<file path="src/rtl/note_sequencer_pkg.sv">
// note_sequencer_pkg: states, note codes, tone half-periods and song ROM (GAP state exists only with NOTE_SEQUENCER_GAP_EN)
package note_pkg;
  typedef enum logic [2:0] {
    IDLE,
    LOAD,
    PLAY,
`ifdef NOTE_SEQUENCER_GAP_EN
    GAP,
`endif
    DONE
  } state_t;
  localparam logic [2:0] REST = 3'd0;
  localparam logic [2:0] DO = 3'd1;
  localparam logic [2:0] RE = 3'd2;
  localparam logic [2:0] MI = 3'd3;
  localparam logic [2:0] FA = 3'd4;
  localparam logic [2:0] SO = 3'd5;
  localparam logic [2:0] LA = 3'd6;
  localparam logic [2:0] SI = 3'd7;
  function automatic logic [16:0] half_per(input logic [2:0] n);
    case (n)
      DO: return 17'd95420;
      RE: return 17'd85034;
      MI: return 17'd75758;
      FA: return 17'd71633;
      SO: return 17'd63776;
      LA: return 17'd56818;
      SI: return 17'd50607;
      default: return 17'd0;
    endcase
  endfunction
  function automatic logic [6:0] song_rom(input logic [4:0] i);
    case (i)
      5'd0, 5'd1: return {DO, 4'd1};
      5'd2, 5'd3: return {SO, 4'd1};
      5'd4, 5'd5: return {LA, 4'd1};
      5'd6: return {SO, 4'd2};
      5'd7, 5'd8: return {FA, 4'd1};
      5'd9, 5'd10: return {MI, 4'd1};
      5'd11, 5'd12: return {RE, 4'd1};
      5'd13: return {DO, 4'd2};
      default: return 7'd0;
    endcase
  endfunction
endpackage

</file>
<file path="src/rtl/note_sequencer_if.sv">
// note_sequencer_if: control and display/buzzer signals of the note sequencer
interface note_sequencer_if;
  logic start;
  logic stop;
  logic loop_en;
  logic [2:0] spec_flag;
  logic beep;
  logic playing;
  logic done;
  logic [4:0] note_idx;
  modport master (output start, stop, loop_en, input spec_flag, beep, playing, done, note_idx);
  modport slave (input start, stop, loop_en, output spec_flag, beep, playing, done, note_idx);
endinterface

</file>
<file path="src/rtl/note_sequencer_tone_gen.sv">
// tone_gen: square wave toggling every half cycles while enabled, phase reset on restart
module tone_gen (
  input logic clk,
  input logic rst_n,
  input logic [16:0] half,
  input logic en,
  input logic restart,
  output logic beep
);
  logic [16:0] cnt;
  // half-period counter; silent and zeroed whenever disabled or restarting
  always_ff @(posedge clk or negedge rst_n)
    if (!rst_n) begin
      cnt <= 17'd0;
      beep <= 1'b0;
    end else if (!en || restart) begin
      cnt <= 17'd0;
      beep <= 1'b0;
    end else if (cnt + 17'd1 >= half) begin
      cnt <= 17'd0;
      beep <= ~beep;
    end else
      cnt <= cnt + 17'd1;
endmodule

</file>
<file path="src/rtl/note_sequencer.sv">
// note_sequencer: ROM-driven note player with beat timer; NOTE_SEQUENCER_GAP_EN inserts a silent gap after each note
module note_sequencer
  import note_pkg::*;
#(
  parameter int BEAT_CYC = 12_500_000,
  parameter int SONG_LEN = 32,
  parameter int TONE_SHIFT = 0
) (
  input logic clk,
  input logic rst_n,
  note_sequencer_if.slave bus
);
  state_t state, nxt, adv;
  logic [4:0] idx, nxt_idx, adv_idx;
  logic [31:0] tmr;
  logic [3:0] beat_cnt;
  logic [6:0] entry, nxt_entry;
  logic [2:0] spec_flag;
  logic playing, done, tick, last;
`ifdef NOTE_SEQUENCER_GAP_EN
  localparam int GAP_CYC = BEAT_CYC / 4 > 0 ? BEAT_CYC / 4 : 1;
`endif
  assign entry = song_rom(idx);
  assign nxt_entry = song_rom(idx + 5'd1);
  assign tick = state == PLAY && tmr == 32'(BEAT_CYC - 1);
  assign last = idx == 5'(SONG_LEN - 1) || nxt_entry[3:0] == 4'd0;
  assign adv = last && !bus.loop_en ? DONE : LOAD;
  assign adv_idx = !last ? idx + 5'd1 : bus.loop_en ? 5'd0 : idx;
  assign bus.spec_flag = spec_flag;
  assign bus.playing = playing;
  assign bus.done = done;
  assign bus.note_idx = idx;
  // next state and entry index; stop overrides everything, including start
  always_comb begin
    nxt = state;
    nxt_idx = idx;
    case (state)
      IDLE: begin
        nxt = bus.start ? LOAD : IDLE;
        nxt_idx = bus.start ? 5'd0 : idx;
      end
      LOAD: begin
        nxt = entry[3:0] != 4'd0 ? PLAY : bus.loop_en ? LOAD : DONE;
        nxt_idx = entry[3:0] == 4'd0 && bus.loop_en ? 5'd0 : idx;
      end
      PLAY:
        if (tick && beat_cnt == 4'd1) begin
`ifdef NOTE_SEQUENCER_GAP_EN
          nxt = GAP;
`else
          nxt = adv;
          nxt_idx = adv_idx;
`endif
        end
`ifdef NOTE_SEQUENCER_GAP_EN
      GAP:
        if (tmr == 32'(GAP_CYC - 1)) begin
          nxt = adv;
          nxt_idx = adv_idx;
        end
`endif
      default: nxt = IDLE;
    endcase
    if (bus.stop) nxt = IDLE;
  end
  // state, timers and registered outputs derived from the upcoming state
  always_ff @(posedge clk or negedge rst_n)
    if (!rst_n) begin
      state <= IDLE;
      idx <= 5'd0;
      tmr <= 32'd0;
      beat_cnt <= 4'd0;
      spec_flag <= 3'd0;
      playing <= 1'b0;
      done <= 1'b0;
    end else begin
      state <= nxt;
      idx <= nxt_idx;
      tmr <= nxt == state && nxt != IDLE && !tick ? tmr + 32'd1 : 32'd0;
      beat_cnt <= state == LOAD ? entry[3:0] : beat_cnt - {3'd0, tick};
      spec_flag <= nxt == PLAY ? entry[6:4] : REST;
      playing <= nxt != IDLE && nxt != DONE;
      done <= nxt == DONE;
    end
  tone_gen u_tone (
    .clk(clk),
    .rst_n(rst_n),
    .half(half_per(entry[6:4]) >> TONE_SHIFT),
    .en(nxt == PLAY && entry[6:4] != REST),
    .restart(state != PLAY),
    .beep(bus.beep)
  );
endmodule

</file>
<file path="src/flat_wrapper.sv">
// flat-port wrapper written by rule: the top's interface ports become plain ports
module note_sequencer_flat import note_pkg::*;
#(
  parameter int BEAT_CYC = 12_500_000,
  parameter int SONG_LEN = 32,
  parameter int TONE_SHIFT = 0
)
  (clk, rst_n, bus_start, bus_stop, bus_loop_en, bus_spec_flag, bus_beep, bus_playing, bus_done, bus_note_idx);
  note_sequencer_if bus_i ();
  input logic clk;
  input logic rst_n;
  input wire logic [$bits(bus_i.start)-1:0] bus_start;
  input wire logic [$bits(bus_i.stop)-1:0] bus_stop;
  input wire logic [$bits(bus_i.loop_en)-1:0] bus_loop_en;
  output wire logic [$bits(bus_i.spec_flag)-1:0] bus_spec_flag;
  output wire logic [$bits(bus_i.beep)-1:0] bus_beep;
  output wire logic [$bits(bus_i.playing)-1:0] bus_playing;
  output wire logic [$bits(bus_i.done)-1:0] bus_done;
  output wire logic [$bits(bus_i.note_idx)-1:0] bus_note_idx;
  assign bus_i.start = bus_start;
  assign bus_i.stop = bus_stop;
  assign bus_i.loop_en = bus_loop_en;
  assign bus_spec_flag = bus_i.spec_flag;
  assign bus_beep = bus_i.beep;
  assign bus_playing = bus_i.playing;
  assign bus_done = bus_i.done;
  assign bus_note_idx = bus_i.note_idx;
  note_sequencer #(.BEAT_CYC(BEAT_CYC), .SONG_LEN(SONG_LEN), .TONE_SHIFT(TONE_SHIFT)) u_core (.clk(clk), .rst_n(rst_n), .bus(bus_i));
endmodule
</file>
<file path="config.mk">
export PLATFORM = sky130hd
export DESIGN_NAME = note_sequencer_flat
export DESIGN_NICKNAME = d
export VERILOG_FILES = /design/src/rtl/note_sequencer_pkg.sv /design/src/rtl/note_sequencer_if.sv /design/src/rtl/note_sequencer_tone_gen.sv /design/src/rtl/note_sequencer.sv /design/src/flat_wrapper.sv
export SDC_FILE = /design/constraint.sdc
export NUM_CORES = 1
export LEC_CHECK = 0
export ABC_AREA = 0
export BUFFER_PORTS_ARGS = -buffer_cell sky130_fd_sc_hd__buf_2
export CORE_ASPECT_RATIO = 0.8
export CORE_UTILIZATION = 31
export DETAILED_ROUTE_END_ITERATION = 6
export GPL_ROUTABILITY_DRIVEN = 0
export GPL_TIMING_DRIVEN = 0
export SLEW_MARGIN = 40
export SYNTH_ARGS = -nofsm -noshare
export SYNTH_HDL_FRONTEND = slang
export SYNTH_SLANG_ARGS = --single-unit
</file>
<file path="constraint.sdc">
create_clock -name clk -period 3.5 [get_ports clk]
set_input_delay 0.175 -clock clk [delete_from_list [all_inputs] [get_ports clk]]
set_output_delay 0.175 -clock clk [all_outputs]
set_load 0.005 [all_outputs]
</file>
==> impl_metrics.yaml, run 1 <==
clocking:
  cts_tree: "yes"
  cts-buffers-inserted: 9
  htreeDepth: 3
  clk_pin_slew_ns: 0.05
  root_buffer: "clkbuf_16"
  clock-sinks: 67
  insertion_delay_ns: 0.34
  clockBufferDepth: 2
timing:
  rsz0062_at_grt: "true"
  finalHoldViolations: 0
  fin_setup_tns_ns: 0
  max_slew_margin_pct: 53.8
  worstMarginPinSlew_ns: 0.687
  fmax_mhz: 299
  finalSetupViolations: 0
  min_period_ns: 3.35
  slew_violations: 0
  period_share_pct: 95.7
  fin_worst_skew_ns: 0.0116
synth:
  syn_area_sq_mm: 0.00402
  synth_most_common_cell: "dfrtp_1"
  synth_top_cell_area_share_pct: 41.7
  ys_types: 51
  ys.flop_type: "dfrtp_1"
  synth_seq_cells: 67
  yosysSeqAreaShare_pct: 41.7
  syn_avg_cell_area_sq_um: 9.24
  synth_top_cell_by_area: "dfrtp_1"
  yosys-top-cells-count: "dfrtp_1, nor2_1, nand2_1"
  synth_edf_count: 0
  yosys-top-cells-area: "dfrtp_1, ha_1, xnor2_1"
  syn-num-nets: 469
  synth_cells: 435
  ys.warnings.count: 0
  postSynth.asyncResetShare_pct: 100
critical_path:
  crit_path_end_kind: "flip-flop"
  crit_top_cell: "and2_1"
  path_cells: "inv_2 -> ha_2 -> and2_1 -> o21ai_1 -> a21oi_2 -> clkinv_2 -> nand2_1 -> o21ai_0 -> ha_1 -> a2111o_1 -> a31oi_1 -> o22ai_2 -> a2111oi_4 -> buf_4 -> and2_1"
  cp_num_buf_inv: 3
  cp.required_ns: 3.76
  cp_max_fo: 5
  cp_data_arrival_time_ns: 3.61
  slowest_stage: "dfrtp_2"
  crit_family: "compound AO/OA/AOI/OAI gates"
  crit_path_max_incr_delay_ns: 0.44
  crit_path_start_kind: "flip-flop"
  startpoint: "u_core.bus.note_idx[0]"
  timing.rr.start: "u_core.bus.note_idx[0]"
  critPathKind: "flip-flop to flip-flop"
floorplanning:
  design.die.area_sq_mm: 0.0134
  row_count: 36
  die_height_um: 104
  dieWidth_um: 129
  start_util_pct: 32.4
  io_pins: 16
  coreArea_sq_mm: 0.0124
placed_design:
  place.detailed.hpwl_um: 6430
  place.port_buffers: 15
outcome:
  status: "complete, no violations"
drt:
  drc: 0
  wl_per_cell_um: 13.7
  ant_nets: 0
  drt-initial-drc-count: 179
  num_vias: 3232
  drtPass1Iterations: 4
  wl_um: 8960
  viasPerCell: 4.95
finish:
  fillers: 1213
  num_antenna_cells: 0
  drive_above_1_share_pct: 16.8
  finalNetCount: 512
  post-route-util_pct: 39.1
  area.growth.synth_to_final_pct: 20.5
global_routing:
  grt_pass1_wl_um: 15800
  grt_max_degree: 54
  gr-total-overflow: 0
  antenna_found_initial: 0
  grt_use_total_pct: 14.9
  grt_pass1_vias: 3272
min_path:
  min_path_type: "input port to flip-flop"
  worstHoldStart: "bus_stop"
flow_run:
  cap_violations: 0
power_and_ir_drop:
  ir_drop_v: 0.000218
  p_leak_nw: 2.07
  p_per_area_mw_per_mm2: 341
[flip-flops by register name (all words and copies together), names as in the netlist]
name and cells:
u_core.state 3, u_core.bus.done 1, u_core.bus.note_idx 5, u_core.u_tone.cnt 17, u_core.beat_cnt 4, u_core.u_tone.beep 1
u_core.bus.spec_flag 3, u_core.bus.playing 1, u_core.tmr 32
[kinds of logic after synthesis]
| family | share of synthesized area (%) |
|---|---|
| DFF | 41.7 |
| buffers and inverters | 2.99 |
| and+or+nand+nor | 25.5 |
| adders and majority gates | 9.03 |
| muxes | 1.37 |
| AOI/OAI and AO/OA | 8.59 |
| other | 0.0933 |
| xor gates and xnor gates | 10.7 |
[per-layer routing]
| metal | wire length (um) | up-vias | GRT usage [%] |
|---|---|---|---|
| met5 | 0 | - | 0 |
| met4 | 174 | 0 | 5.63 |
| met3 | 344 | 14 | 3.41 |
| met2 | 4010 | 61 | 22.5 |
| met1 | 4430 | 1548 | 20.4 |
| li1 | - | 1609 | - |
[worst reg2reg max path, stage by stage (launching register included)]
cell,delay [ns]
dfrtp_2,0.44
inv_2,0.10
ha_2,0.21
and2_1,0.15
o21ai_1,0.09
a21oi_2,0.27
clkinv_2,0.16
nand2_1,0.14
o21ai_0,0.15
ha_1,0.33
a2111o_1,0.37
a31oi_1,0.18
o22ai_2,0.15
a2111oi_4,0.23
buf_4,0.18
and2_1,0.13
[path summary, 6_finish.rpt]
kind | end | slack (ns) | depth (start not counted)
max | u_core.u_tone.cnt[14] | 0.15 | 15
max reg2reg | u_core.u_tone.cnt[14] | 0.15 | 15
min reg2reg | u_core.tmr[0] | 0.49 | 1
min in group asynchronous | u_core.u_tone.cnt[9] | 0.23 | 2
min | u_core.state[0] | 0.17 | 4
max in group asynchronous | u_core.tmr[26] | 2.76 | 3
[stage by stage]
step	worst slack [ns]	instances	hold slack (ns)	power (mW)	cell area, sq um
CTS	0.000527	646	0.163	1.67	4750
floorplan	0.0194	435	-0.121	0.812	4020
global placement	-1.30	621	0.473	0.836	4310
global route	-0.0648	653	0.208	1.71	4840
finish	0.151	653	0.168	1.65	4840
detailed placement	-0.638	623	0.0165	0.842	4370
[power breakdown]
part / internal (mW) / switching [mW]
clock network: 0.490 / 0.331
registers: 0.779 / 0.00293
logic: 0.0161 / 0.0318
[layout make-up]
| class | count | area (sq um) | area share (%) |
|---|---|---|---|
| Tap cell | 171 | 214 | 4.42 |
| Buffer | 9 | 46.3 | 0.956 |
| Inverter | 19 | 72.6 | 1.50 |
| Clock inverter | 5 | 30.0 | 0.620 |
| Sequential cell | 67 | 1680 | 34.7 |
| Multi-Input combinational cell | 338 | 2310 | 47.8 |
| Timing Repair Buffer | 34 | 246 | 5.09 |
| Clock buffer | 10 | 239 | 4.94 |
[placed cells by master, fill, tap and decap left out, types with 4 or more instances in the layout]
| master | n |
|---|---|
| and4_1 | 4 |
| dfrtp_1 | 65 |
| xnor2_1 | 29 |
| and2_1 | 10 |
| or2_2 | 5 |
| nand3_1 | 14 |
| or3_1 | 5 |
| buf_4 | 17 |
| nor2b_1 | 4 |
| a21oi_1 | 10 |
| clkbuf_16 | 9 |
| xor2_1 | 20 |
| nor3b_1 | 8 |
| buf_2 | 15 |
| or4_1 | 4 |
| ha_1 | 28 |
| nand4_1 | 17 |
| o21ai_0 | 11 |
| nor3_1 | 9 |
| clkinv_2 | 4 |
| and3_1 | 5 |
| nor2_1 | 62 |
| nand2_1 | 38 |
| inv_1 | 16 |
[timing repair]
item,in CTS,in global routing
hold buffers,1,0
pin swaps,4,7
setup endpoints to repair,18,20
buffers inserted,7,9
endpoints found under the hold margin,67,0
resized for setup,13,19
Power figures use the tool's default switching activity.
==> run 2: changes to the inputs <==
--- a/config.mk
+++ b/config.mk
@@ -12,6 +12,7 @@
 export DETAILED_ROUTE_END_ITERATION = 6
 export GPL_ROUTABILITY_DRIVEN = 0
 export GPL_TIMING_DRIVEN = 0
+export SETUP_SLACK_MARGIN = 0.5
 export SLEW_MARGIN = 40
 export SYNTH_ARGS = -nofsm -noshare
 export SYNTH_HDL_FRONTEND = slang
==> impl_metrics.yaml, run 2 (synthesis results as in run 1) <==
outcome:
  status: "complete, no violations"
timing:
  fmax_mhz: 304
  max_slew_margin_pct: 47.7
  period_share_pct: 94.1
  finalHoldViolations: 0
  fin_worst_skew_ns: 0.00756
  slew_violations: 0
  whs_ns: 0.174
  rsz0062_at_grt: "true"
  min_period_ns: 3.29
  worstMarginPinSlew_ns: 0.778
  fin_ws_ns: 0.207
  finalSetupViolations: 0
  fin_setup_tns_ns: 0
drt:
  viasPerCell: 4.94
  drt-initial-drc-count: 188
  num_vias: 3322
  ant_nets: 0
  drc: 0
  wl_um: 9730
  wl_per_cell_um: 14.5
  drtPass1Iterations: 4
critical_path:
  crit_path_end_kind: "flip-flop"
  critPathKind: "flip-flop to flip-flop"
  cp.required_ns: 3.77
  slowest_stage: "dfrtp_2"
  path_cells: "inv_4 -> buf_4 -> ha_1 -> nand2b_4 -> a21oi_4 -> buf_6 -> o21ai_1 -> ha_1 -> a211oi_2 -> o221ai_2 -> a31oi_2 -> o22ai_2 -> a2111oi_4 -> buf_4 -> and2_4"
  crit_path_max_incr_delay_ns: 0.41
  cp_max_fo: 5
  crit_path_start_kind: "flip-flop"
  cp_data_arrival_time_ns: 3.57
clocking:
  clockBufferDepth: 2
  root_buffer: "clkbuf_16"
  cts-buffers-inserted: 9
  clk_pin_slew_ns: 0.06
  insertion_delay_ns: 0.34
  clock-sinks: 67
  cts_tree: "yes"
  htreeDepth: 3
global_routing:
  grt_pass1_wl_um: 15800
  antenna_found_initial: 0
  gr-total-overflow: 0
  grt_max_degree: 52
  grt_pass1_vias: 3307
  grt_use_total_pct: 15.1
placed_design:
  post-place-ws_ns: -0.108
  place.port_buffers: 15
  place.detailed.hpwl_um: 6470
finish:
  largest_register_ffs: 32
  largest-register: "u_core.tmr"
  most-common-layout-cells: "dfrtp_1, nor2_1, nand2_1, buf_4, xnor2_1"
  num_antenna_cells: 0
  drive_above_1_share_pct: 28.1
  area.growth.synth_to_final_pct: 30.5
  finalNetCount: 531
  final_common_cell: "dfrtp_1"
  post-route-util_pct: 42.4
floorplanning:
  dieWidth_um: 129
  start_util_pct: 32.4
  die_height_um: 104
  design.die.area_sq_mm: 0.0134
  row_count: 36
  io_pins: 16
  coreArea_sq_mm: 0.0124
power_and_ir_drop:
  power_switching_mw: 0.371
  p_leak_nw: 2.22
  ir_drop_v: 0.000254
  switching_share_pct: 22.4
  p_int_mw: 1.29
  p_comb_share_pct: 3.2
  pwr-share-seq_pct: 47.1
  p_per_area_mw_per_mm2: 316
  clkPwrFrac_pct: 49.7
min_path:
  min_path_type: "input port to flip-flop"
flow_run:
  cap_violations: 0
==> run 2: worst paths after layout <==
| check | start | endpoint | slack, ns | cells after the start |
|---|---|---|---|---|
| min in group asynchronous | rst_n | u_core.bus.done | 0.24 | 2 |
| max in group asynchronous | rst_n | u_core.u_tone.cnt[0] | 2.74 | 3 |
| setup reg to reg | u_core.bus.note_idx[0] | u_core.u_tone.cnt[12] | 0.21 | 15 |
| setup / recovery | u_core.bus.note_idx[0] | u_core.u_tone.cnt[12] | 0.21 | 15 |
| hold / removal | bus_stop | u_core.bus.playing | 0.17 | 4 |
| hold reg to reg | u_core.tmr[0] | u_core.tmr[0] | 0.48 | 1 |
==> run 2: power by group through the flow <==
| stage | combinational (mW) | sequential, mW | clock [mW] |
|---|---|---|---|
| after floorplan | 0.0177 | 0.796 | 0 |
| after CTS | 0.0525 | 0.782 | 0.852 |
| final | 0.0532 | 0.782 | 0.824 |
| after global routing | 0.0603 | 0.782 | 0.887 |
| after detailed placement | 0.0462 | 0.796 | 0 |
| after global placement | 0.0405 | 0.796 | 0 |
==> run 2: what timing repair did <==
action	CTS	global route
endpoints found under the hold margin	67	0
resized for setup	35	49
buffers inserted	26	8
hold buffers	1	0
endpoints found under the setup margin	57	51
pin swaps	12	24
==> run 2: worst max-delay path, delay by kind of cell (launching register included) <==
family	cells	cell delay [ns]
compound gates	7	1.41
buf+inv	4	0.55
flops	1	0.41
fa+ha+maj	2	0.55
simple gates	2	0.29
==> run 2: stage by stage <==
stage	total power, mW	cells	cell area (sq um)
final	1.66	672	5250
after global routing	1.73	672	5250
after CTS	1.69	664	5020
after detailed placement	0.842	622	4420
after global placement	0.836	621	4370
after floorplan	0.813	435	4080
==> run 2: area by class of cell <==
cell class | count | area [sq um]
tap | 171 | 214
clock buffer | 10 | 239
buffer | 11 | 72.6
inverter | 19 | 78.8
clock inverter | 5 | 30.0
sequential | 67 | 1680
timing repair buffer | 51 | 385
multi-input combinational | 338 | 2540
fill | 1202 | 7140
==> run 2: metal layers <==
layer | track usage [%] | wire (um)
met1 | 20.4 | 4690
met2 | 23.1 | 4580
met3 | 4.39 | 303
met4 | 4.54 | 150
met5 | 0 | 0
